`src/rtl/seg_scan.sv`:
```
// seg_scan: multiplexed digit scanner with dead time, leading-zero blanking and frame-aligned updates
module seg_scan #(
    parameter int DIGITS    = 4,
    parameter int DIV       = 50000,
    parameter int BLANK_CYC = 2
) (
    input  logic                  clk,
    input  logic                  rst_n,
    input  logic                  load,
    input  logic [4*DIGITS-1:0]   din,
    input  logic                  lz_en,
    output logic [3:0]            num,
    output logic [DIGITS-1:0]     dig_sel,
    output logic                  frame_done
);
    localparam int CW = $clog2(DIV);
    localparam int IW = DIGITS > 1 ? $clog2(DIGITS) : 1;
    localparam logic [CW-1:0] CMAX = CW'(DIV - 1);
    localparam logic [IW-1:0] IMAX = IW'(DIGITS - 1);
    logic [CW-1:0] cnt, cnt_nx;
    logic [IW-1:0] idx, idx_nx;
    logic [4*DIGITS-1:0] shadow, shadow_nx, pending;
    logic pend, wrap, last, lead;
    logic [DIGITS-1:0] blank;
    assign wrap      = cnt == CMAX;
    assign last      = wrap && idx == IMAX;
    assign cnt_nx    = wrap ? '0 : cnt + 1'b1;
    assign idx_nx    = !wrap ? idx : (idx == IMAX ? '0 : idx + 1'b1);
    assign shadow_nx = !last ? shadow : load ? din : pend ? pending : shadow;
    // outputs are derived from the post-edge state so they carry no extra lag
    always_comb begin
        blank = '0;
        lead  = lz_en;
        for (int i = DIGITS - 1; i >= 1; i--) begin
            lead     = lead && shadow_nx[4*i +: 4] == 4'd0;
            blank[i] = lead;
        end
    end
    always_ff @(posedge clk) begin
        if (!rst_n) begin
            cnt        <= '0;
            idx        <= '0;
            shadow     <= '0;
            pending    <= '0;
            pend       <= 1'b0;
            num        <= 4'd0;
            dig_sel    <= '1;
            frame_done <= 1'b0;
        end else begin
            cnt    <= cnt_nx;
            idx    <= idx_nx;
            shadow <= shadow_nx;
            if (last)
                pend <= 1'b0;
            else if (load) begin
                pending <= din;
                pend    <= 1'b1;
            end
            num        <= shadow_nx[{idx_nx, 2'b00} +: 4];
            dig_sel    <= (cnt_nx < CW'(BLANK_CYC) || blank[idx_nx]) ? '1 : ~(DIGITS'(1) << idx_nx);
            frame_done <= cnt_nx == CMAX && idx_nx == IMAX;
        end
    end
endmodule

```
`config.mk`:
```
export PLATFORM = sky130hd
export DESIGN_NAME = seg_scan
export DESIGN_NICKNAME = d
export VERILOG_FILES = /design/src/rtl/seg_scan.sv
export SDC_FILE = /design/constraint.sdc
export NUM_CORES = 1
export LEC_CHECK = 0
export CORE_MARGIN = 2
export CORE_UTILIZATION = 52
export DETAILED_ROUTE_END_ITERATION = 8
export PLACE_DENSITY = 0.76
export REMOVE_ABC_BUFFERS = 1
export SKIP_CTS_REPAIR_TIMING = 1
export SYNTH_ARGS = -nofsm -noshare
export SYNTH_HDL_FRONTEND = slang
export SYNTH_SLANG_ARGS = --single-unit
```
`constraint.sdc`:
```
create_clock -name clk -period 2.6 [get_ports clk]
set_input_delay 0.26 -clock clk [delete_from_list [all_inputs] [get_ports clk]]
set_output_delay 0.26 -clock clk [all_outputs]
set_load 0.02 [all_outputs]
```
After elaboration in Yosys (flattened, before gate mapping)
Index checks and enable logic that the tools add are counted.

storage, ports and cells
  register bits = 60
  bits of input ports = 20
  output and inout bits = 9
  word-level logic and storage cells = 41

cells by class
  add/subtract/negate cells = 2
  order comparisons = 2
  equal/unequal tests = 4
  shifts and indexed selects = 2
  muxes and demuxes = 8
  bitwise gates (word level) = 3
  reduce and logical (&&, ||, !) cells = 12

operator list
  kind                   count
  $mux 16                4
  $eq 16x16->1 const B   2
  $add 16x1->16 const B  1
  $lt 16x2->1 const B    1
  $shiftx 16x5->4        1
  $logic_not 4->1        3
  $logic_and 1x1->1      5
  $eq 2x2->1 const B     2
  $mux 2                 2
  $not 4->4              1
  $reduce_or 2->1        2
  $shl 1x2->4 const A    1
  $lt 2x3->1 const B     1
  $add 2x1->2 const B    1
  $bmux 1 s2             1
  $not 1->1              2
  $reduce_and 2->1       1
  $logic_or 1x1->1       1
  $mux 1                 1

Logic depth before layout (Yosys ltp)
Gate-level depths: netlist of the first run.

  word-level depth = 11
  depth in mapped cells = 10
  gate-level depth less buffers = 8

Worst setup path before layout of the first run
No wires, ideal clock.

  path type = reg2reg
  start = register cnt[10]
  end = register num[1]
  library setup time = 0.135 ns
  data arrival time = 2.375 ns
  required time = 2.465 ns
  setup slack = 0.090 ns
  cell stages (with the launch flop) = 9
  path buffers = 2
  clock period less this slack = 2.510 ns
  cell sequence = dfxtp_1 > or4_4 > buf_6 > or4_1 > buf_2 > mux2i_4 > mux2_2 > o21ai_1 > a21oi_1

on the way
  longest elaborated chain between the ends = 4
  elaborated cells on any way between the ends = 5
  classes of those cells = eq/ne: 1; shift: 1; mux: 2; reduce/logical: 1

RTL lines
  item                    line  text
  from (decl)             20    logic [CW-1:0] cnt, cnt_nx;
  from (signal assigned)  50    cnt <= cnt_nx;
  $eq 16x16->1 (*)        25    assign wrap = cnt == CMAX;
  $logic_and 1x1->1       26    assign last = wrap && idx == IMAX;
  $mux 16                 29    assign shadow_nx = !last ? shadow : load ? din : pend ? pending : shadow;
  $shiftx 16x5->4 (*)     59    num <= shadow_nx[{idx_nx, 2'b00} +: 4];
  to (signal assigned)    59
  to (decl)               12    output logic [3:0] num,

Every way passes the cells marked *; elsewhere a longest branch is shown, timed or not.
A chain may end at the register's enable or synchronous reset.

Worst setup path in the final report of the first run
  start = register cnt[10]
  end = register dig_sel[1]

on the way
  longest elaborated chain between the ends = 11
  elaborated cells on any way between the ends = 19
  classes of those cells = add/sub: 1; order compare: 1; eq/ne: 1; shift: 1; mux: 5; bitwise: 1; reduce/logical: 9

RTL lines
  item                                                    line  text
  branches (longest 11 deep; another with $add 16x1->16)  n/a
  to (signal assigned)                                    60    dig_sel <= (cnt_nx < CW'(BLANK_CYC) || blank[idx_nx]) ? '1 : ~(DIGITS'(1) << idx_nx);
  to (decl)                                               13    output logic [DIGITS-1:0] dig_sel,

Parallel ways; which one is timed is not known. The select of a mux whose other input is x is not followed.

==> results of run 1 <==
## cell families after synthesis
kind of cell / count (synthesis)
simple gates: 182
compound gates: 87
flops: 60
buf+inv: 36
xor+xnor: 12
mux: 7
fa+ha+maj: 3
## synth_stat cells, types with 6 or more instances
| library cell | count | area share [%] |
|---|---|---|
| a21boi_0 | 17 | 4.0 |
| a21oi_1 | 12 | 1.9 |
| a32oi_1 | 9 | 2.5 |
| and2_1 | 18 | 3.5 |
| clkbuf_1 | 19 | 2.2 |
| dfxtp_1 | 60 | 38 |
| inv_1 | 6 | 0.71 |
| nand2_1 | 35 | 4.1 |
| nand2b_1 | 9 | 1.8 |
| nand3_1 | 37 | 5.8 |
| nor2_1 | 26 | 3.1 |
| nor3_1 | 9 | 1.4 |
| o21ai_0 | 19 | 3.0 |
| o22ai_1 | 9 | 1.8 |
| xnor2_1 | 7 | 1.9 |
## flip-flops by register name, indices dropped and copies added (netlist names)
name / cells
frame_done: 1
num: 4
idx: 2
dig_sel: 4
shadow: 16
pending: 16
cnt: 16
pend: 1
## power by group through the flow
| stage | combinational, mW | sequential [mW] | clock (mW) |
|---|---|---|---|
| floorplan | 0.0687 | 0.979 | 0 |
| global placement | 0.166 | 0.975 | 0 |
| detailed placement | 0.171 | 0.975 | 0 |
| CTS | 0.171 | 0.954 | 0.873 |
| global route | 0.188 | 0.957 | 0.909 |
| finish | 0.173 | 0.955 | 0.861 |
## worst register-to-register path, cell delays in order (launching register included)
cell,delay (ns)
dfxtp_1,0.31
or4_4,0.54
or4_4,0.66
nand2_1,0.12
nand3_1,0.14
nor3_2,0.30
nand4_1,0.21
o211ai_2,0.19
## per-layer routing
| layer | track usage, % | routed length, microns | vias up |
|---|---|---|---|
| li1 | - | - | 1483 |
| met4 | 10.3 | 150 | 0 |
| met3 | 4.35 | 519 | 18 |
| met5 | 0 | 0 | - |
| met1 | 33.0 | 3570 | 1477 |
| met2 | 43.5 | 4000 | 119 |
## layout by cell type, fill, tap and decap left out, drive strengths merged, types with 7 or more instances in the layout
master / instances
buf: 34
nor2: 26
nand2: 37
xnor2: 7
o21ai: 21
and2: 18
nor3: 10
a21oi: 12
nand2b: 9
nor4: 7
a21boi: 17
nand3: 39
a32oi: 9
clkdlybuf4s50: 28
dfxtp: 60
o22ai: 9
clkbuf: 12
## final timing paths
path / start / to / slack (ns) / cells after the start
worst min register to register: pending[3]$_SDFFE_PN0P_ / pending[3]$_SDFFE_PN0P_ / 0.47 / 2
worst min-delay path: pending[3]$_SDFFE_PN0P_ / pending[3]$_SDFFE_PN0P_ / 0.47 / 2
worst max-delay path: cnt[10]$_SDFF_PN0_ / dig_sel[1]$_SDFF_PP1_ / 0.06 / 7
worst max register to register: cnt[10]$_SDFF_PN0_ / dig_sel[1]$_SDFF_PP1_ / 0.06 / 7
## cell type report
type,count,area share [%]
multi-input cells,291,47.1
flip-flops and latches,60,30.7
repair buffers,62,14.1
clock buffers,12,3.96
well taps,75,2.40
clock inverters,4,1.21
inverters,6,0.575
## per-stage QoR
stage	setup TNS [ns]	util (%)	cell area [sq um]
final	0	66.1	3920
after global routing	-0.0812	66.1	3920
after CTS	0	65.8	3900
after detailed placement	0	62.4	3690
after global placement	0	62.4	3690
after floorplan	-0.0824	-	3050
==> results.ini, run 1 <==
[synth]
ys_warn_count=0
synth_top_family_by_area=simple AND/OR/NAND/NOR gates
ys.flop_type=dfxtp_1
synth_seq_area_share_pct=37.6
ys_types=56
muxShareOfSynthArea_pct=2.66
synth_edf_count=0
syn_inst=387
synth_area_per_cell_sq_um=8.25
synth_fa_ha_area_share_pct=1.18
synth_xor_area_share_pct=3.29
ys_seq_elements=60
synthesis.area_sq_um=3190
synthSimpleGateAreaFrac_pct=31.9
async_reset_ff_share_pct=0
synth_compound_area_share_pct=18.2

[place]
gp_congestion=0.911
place_ws_ns=0.0477
placedCellCount=494
dp_hpwl_microns=5850
portBuffers=28

[power_and_ir_drop]
pwr-share-clk_pct=43.3
switching_power_uw=477
pwr-share-comb_pct=8.7
ir_worst_vdd_v=0.000371
power.density_nw_per_um2=508
power_switching_share_pct=24.0
p_leak_nw=1.52
seq_power_share_pct=48.0
power_mw=1.99
internal_power_mw=1.51

[die]
core_area_sq_um=5920
chipWidth_microns=82.4
boundaryPins=29
dieArea_sq_um=6790
die_y_microns=82.4
core.rowCount=28
start_util_pct=54.0

[detailed_routing]
vias=3097
drt-pass1-iter-count=5
vias_per_cell=6.07
wl_microns=8230
wl_per_cell_microns=16.1
drtIter0Drc=208
antenna_left=0
drcViolationCount=0

[run]
cap_violations=0

[critical_path]
required_ns=2.87
path_cells=or4_4 > or4_4 > nand2_1 > nand3_1 > nor3_2 > nand4_1 > o211ai_2
critical_path_class=reg2reg
crit_family=simple AND/OR/NAND/NOR gates
critPathBufInv=0
max_stage_delay_ns=0.66
crit_arrival_ns=2.81
worstSetupEndpointType=register
path_max_fanout=12
critPathMostFrequentCell=or4_4
crit_slowest_cell=or4_4
start_kind=register

[sta]
max_freq_mhz=393
setup_ws_ns=0.0557
drv_slew=0
holdWs_ns=0.468
finalSetupViolations=0
fin_crit_ns=2.54
rsz0062_at_grt=true
hold_viol=0
fin_worst_skew_ns=0.0115
max_slew_margin_pct=39.1
worst_pin_slew_ns=0.912
post-route-period-util_pct=97.9

[grt]
first_global_vias=2902
grt_pass1_wl_microns=13400
gr-total-overflow=0
antenna_found_initial=0
grt_start_max_net_pins=26
track_usage_pct=25.9

[cts]
clkLatencyLatePin_ns=0.34
cts.htree.levels=3
cts_tree=yes
ctsRootBufferMaster=clkbuf_8
numCtsBuffers=9
clock-sinks=60
cts_buffer_depth=2
path_clk_slew_ns=0.07

[layout]
syn_to_final_growth_pct=22.6
nFillCells=503
fin_nets=453
regArea_sq_um=1200
multi_input_area_sq_um=1840
drive_above_1_share_pct=15.2
num_antenna_cells=0
final_cells=510

[status]
status=finished, final reports clean

[worst_hold_path]
min_path_type=reg2reg

Power figures use the tool's default switching activity.
==> inputs of run 2 (changes only) <==
- CTS_CLUSTER_DIAMETER: unset -> 150
==> results of run 2 <==
Same layout as run 1: the final DEF is identical, and so are final timing and power.
==> inputs of run 3 (changes only) <==
- CORE_UTILIZATION: 52 -> 55
- DONT_BUFFER_PORTS: unset -> 1
- PLACE_DENSITY: 0.76 -> 0.73
==> results.ini, run 3 (same netlist as run 1, synthesis figures left out) <==
[critical_path]
worstSetupEndpointType=register
r2r-start=cnt[10]$_SDFF_PN0_
critical_path_class=reg2reg
path_max_fanout=8  ; -4
required_ns=2.87  ; about the same
crit_arrival_ns=2.76  ; -0.05 ns
reg2regPathDepth=8  ; +1
rrSetupSlack_ns=0.11  ; +0.05 ns
timing.rr.end=dig_sel[1]$_SDFF_PP1_
start_kind=register

[die]
die_y_microns=80.2  ; -2.6%
start_util_pct=57.3  ; +3.4 points
dieArea_sq_um=6430  ; -5.2%
boundaryPins=29  ; unchanged
core_area_sq_um=5570  ; -5.9%
core.rowCount=27  ; -3.6%
chipWidth_microns=80.2  ; -2.6%

[cts]
numCtsBuffers=9  ; unchanged
cts_tree=yes
path_clk_slew_ns=0.06  ; about the same
ctsRootBufferMaster=clkbuf_8
clkLatencyLatePin_ns=0.34  ; about the same
clock-sinks=60  ; unchanged
cts.htree.levels=3  ; unchanged
cts_buffer_depth=2  ; unchanged

[grt]
antenna_found_initial=0  ; unchanged
track_usage_pct=26.2  ; +0.30 points
first_global_vias=2720  ; -6.3%
grt_pass1_wl_microns=13000  ; -2.3%
grt_start_max_net_pins=46  ; +77%
gr-total-overflow=0  ; unchanged

[sta]
finalSetupViolations=0  ; unchanged
fin_setup_tns_ns=0  ; unchanged
max_slew_margin_pct=42.9  ; +3.8 points
max_freq_mhz=401  ; +2.1%
holdWs_ns=0.0517  ; -0.416 ns
post-route-period-util_pct=95.8  ; -2.1 points
fin_worst_skew_ns=0.00928  ; -0.00218 ns
drv_slew=0  ; unchanged
worst_pin_slew_ns=0.854  ; -0.0585 ns
rsz0062_at_grt=false
hold_viol=0  ; unchanged
setup_ws_ns=0.109  ; +0.0534 ns
fin_crit_ns=2.49  ; -0.0534 ns

[power_and_ir_drop]
power_switching_share_pct=23.6  ; -0.37 points
seq_power_share_pct=53.2  ; +5.2 points
power.density_nw_per_um2=507  ; -0.24%
pwr-share-clk_pct=40.9  ; -2.4 points
switching_power_uw=426  ; -11%
p_leak_nw=1.38  ; -9.3%
internal_power_mw=1.38  ; -8.8%
pwr-share-comb_pct=5.9  ; -2.8 points
power_mw=1.81  ; -9.2%
ir_worst_vdd_v=0.000372  ; +0.13%

[layout]
num_antenna_cells=0  ; unchanged
final_cell_mix=dfxtp_1 (59), nand3_1 (37), nand2_1 (35)
drive_above_1_share_pct=14.7  ; -0.46 points
top_regs=cnt x16, pending x16, shadow x16
fin_nets=420  ; -7.3%
syn_to_final_growth_pct=11.6
layout_commonest_cell=dfxtp_1
finalInstanceArea_sq_um=3560  ; -9.0%

[detailed_routing]
vias=2919  ; -5.7%
drtIter0Drc=311  ; +50%
vias_per_cell=6.17  ; +1.6%
antenna_left=0  ; unchanged
drcViolationCount=0  ; unchanged
wl_microns=7840  ; -4.7%
wl_per_cell_microns=16.6  ; +2.8%
drt-pass1-iter-count=5  ; unchanged

[status]
status=finished, final reports clean

[place]
dp_hpwl_microns=5470  ; -6.5%
gp_congestion=0.926  ; +1.6%
placement.cell_area_sq_um=3380  ; -8.4%
place_ws_ns=-0.0370  ; -0.0847 ns
portBuffers=0  ; -100%

[worst_hold_path]
whs_path_depth=1  ; -1
worstHoldStart=rst_n
min_path_type=in2reg
holdPathEnd=shadow[4]$_SDFF_PN0_

[run]
cap_violations=0  ; unchanged

==> run 3: changes by cell type in the layout (fill, tap and decap cells not counted), sizes merged <==
| cell | delta |
|---|---|
| clkbuf | +1 |
| clkinvlp | -1 |
| clkdlybuf4s50 | -28 |
| buf | -5 |
| bufinv | -1 |
==> run 3: worst max-delay path, cell delays in order, from the launching register on <==
cell	delay, ns
dfxtp_1	0.31
or4_4	0.60
nor4_4	0.29
buf_4	0.22
nand2_2	0.10
o22ai_1	0.18
nor2_1	0.11
or4_4	0.49
o211ai_2	0.13
==> run 3: per-stage QoR <==
stage,utilization (%),std cells
after global routing,63.9,473
after detailed placement,60.7,458
after global placement,60.7,458
after floorplan,-,357
after CTS,63.7,473
final,63.9,473
==> run 3: worst max-delay path by stage <==
stage,start,to,slack [ns],cells past startpoint
floorplan,cnt[10]$_SDFF_PN0_,num[1]$_SDFF_PN0_,-0.04,6
global placement,cnt[10]$_SDFF_PN0_,dig_sel[1]$_SDFF_PP1_,0.06,7
detailed placement,cnt[10]$_SDFF_PN0_,dig_sel[1]$_SDFF_PP1_,-0.04,7
CTS,cnt[10]$_SDFF_PN0_,dig_sel[1]$_SDFF_PP1_,-0.05,7
global route,cnt[10]$_SDFF_PN0_,dig_sel[1]$_SDFF_PP1_,0.0004,8
finish,cnt[10]$_SDFF_PN0_,dig_sel[1]$_SDFF_PP1_,0.11,8
==> run 3: area by class of cell <==
cell class / count / area (sq um)
fill: 488 / 2010
multi-input combinational: 291 / 1840
sequential: 60 / 1200
timing repair buffer: 29 / 243
clock buffer: 13 / 159
tap: 72 / 90.1
inverter: 6 / 22.5
clock inverter: 2 / 10.0
==> run 3: metal layers <==
metal	global-route usage, %	routed length [microns]	vias up
li1	-	-	1414
met2	40.5	3470	112
met4	12.0	131	0
met3	5.84	577	13
met5	0	0	-
met1	34.9	3660	1380
==> run 3: power groups by stage <==
stage                     logic, mW  registers [mW]  clock network, mW
after floorplan              0.0687           0.979                  0
after global placement        0.104           0.980                  0
after detailed placement      0.106           0.980                  0
after CTS                     0.107           0.960              0.756
after global routing          0.120           0.962              0.790
final                         0.107           0.960              0.738
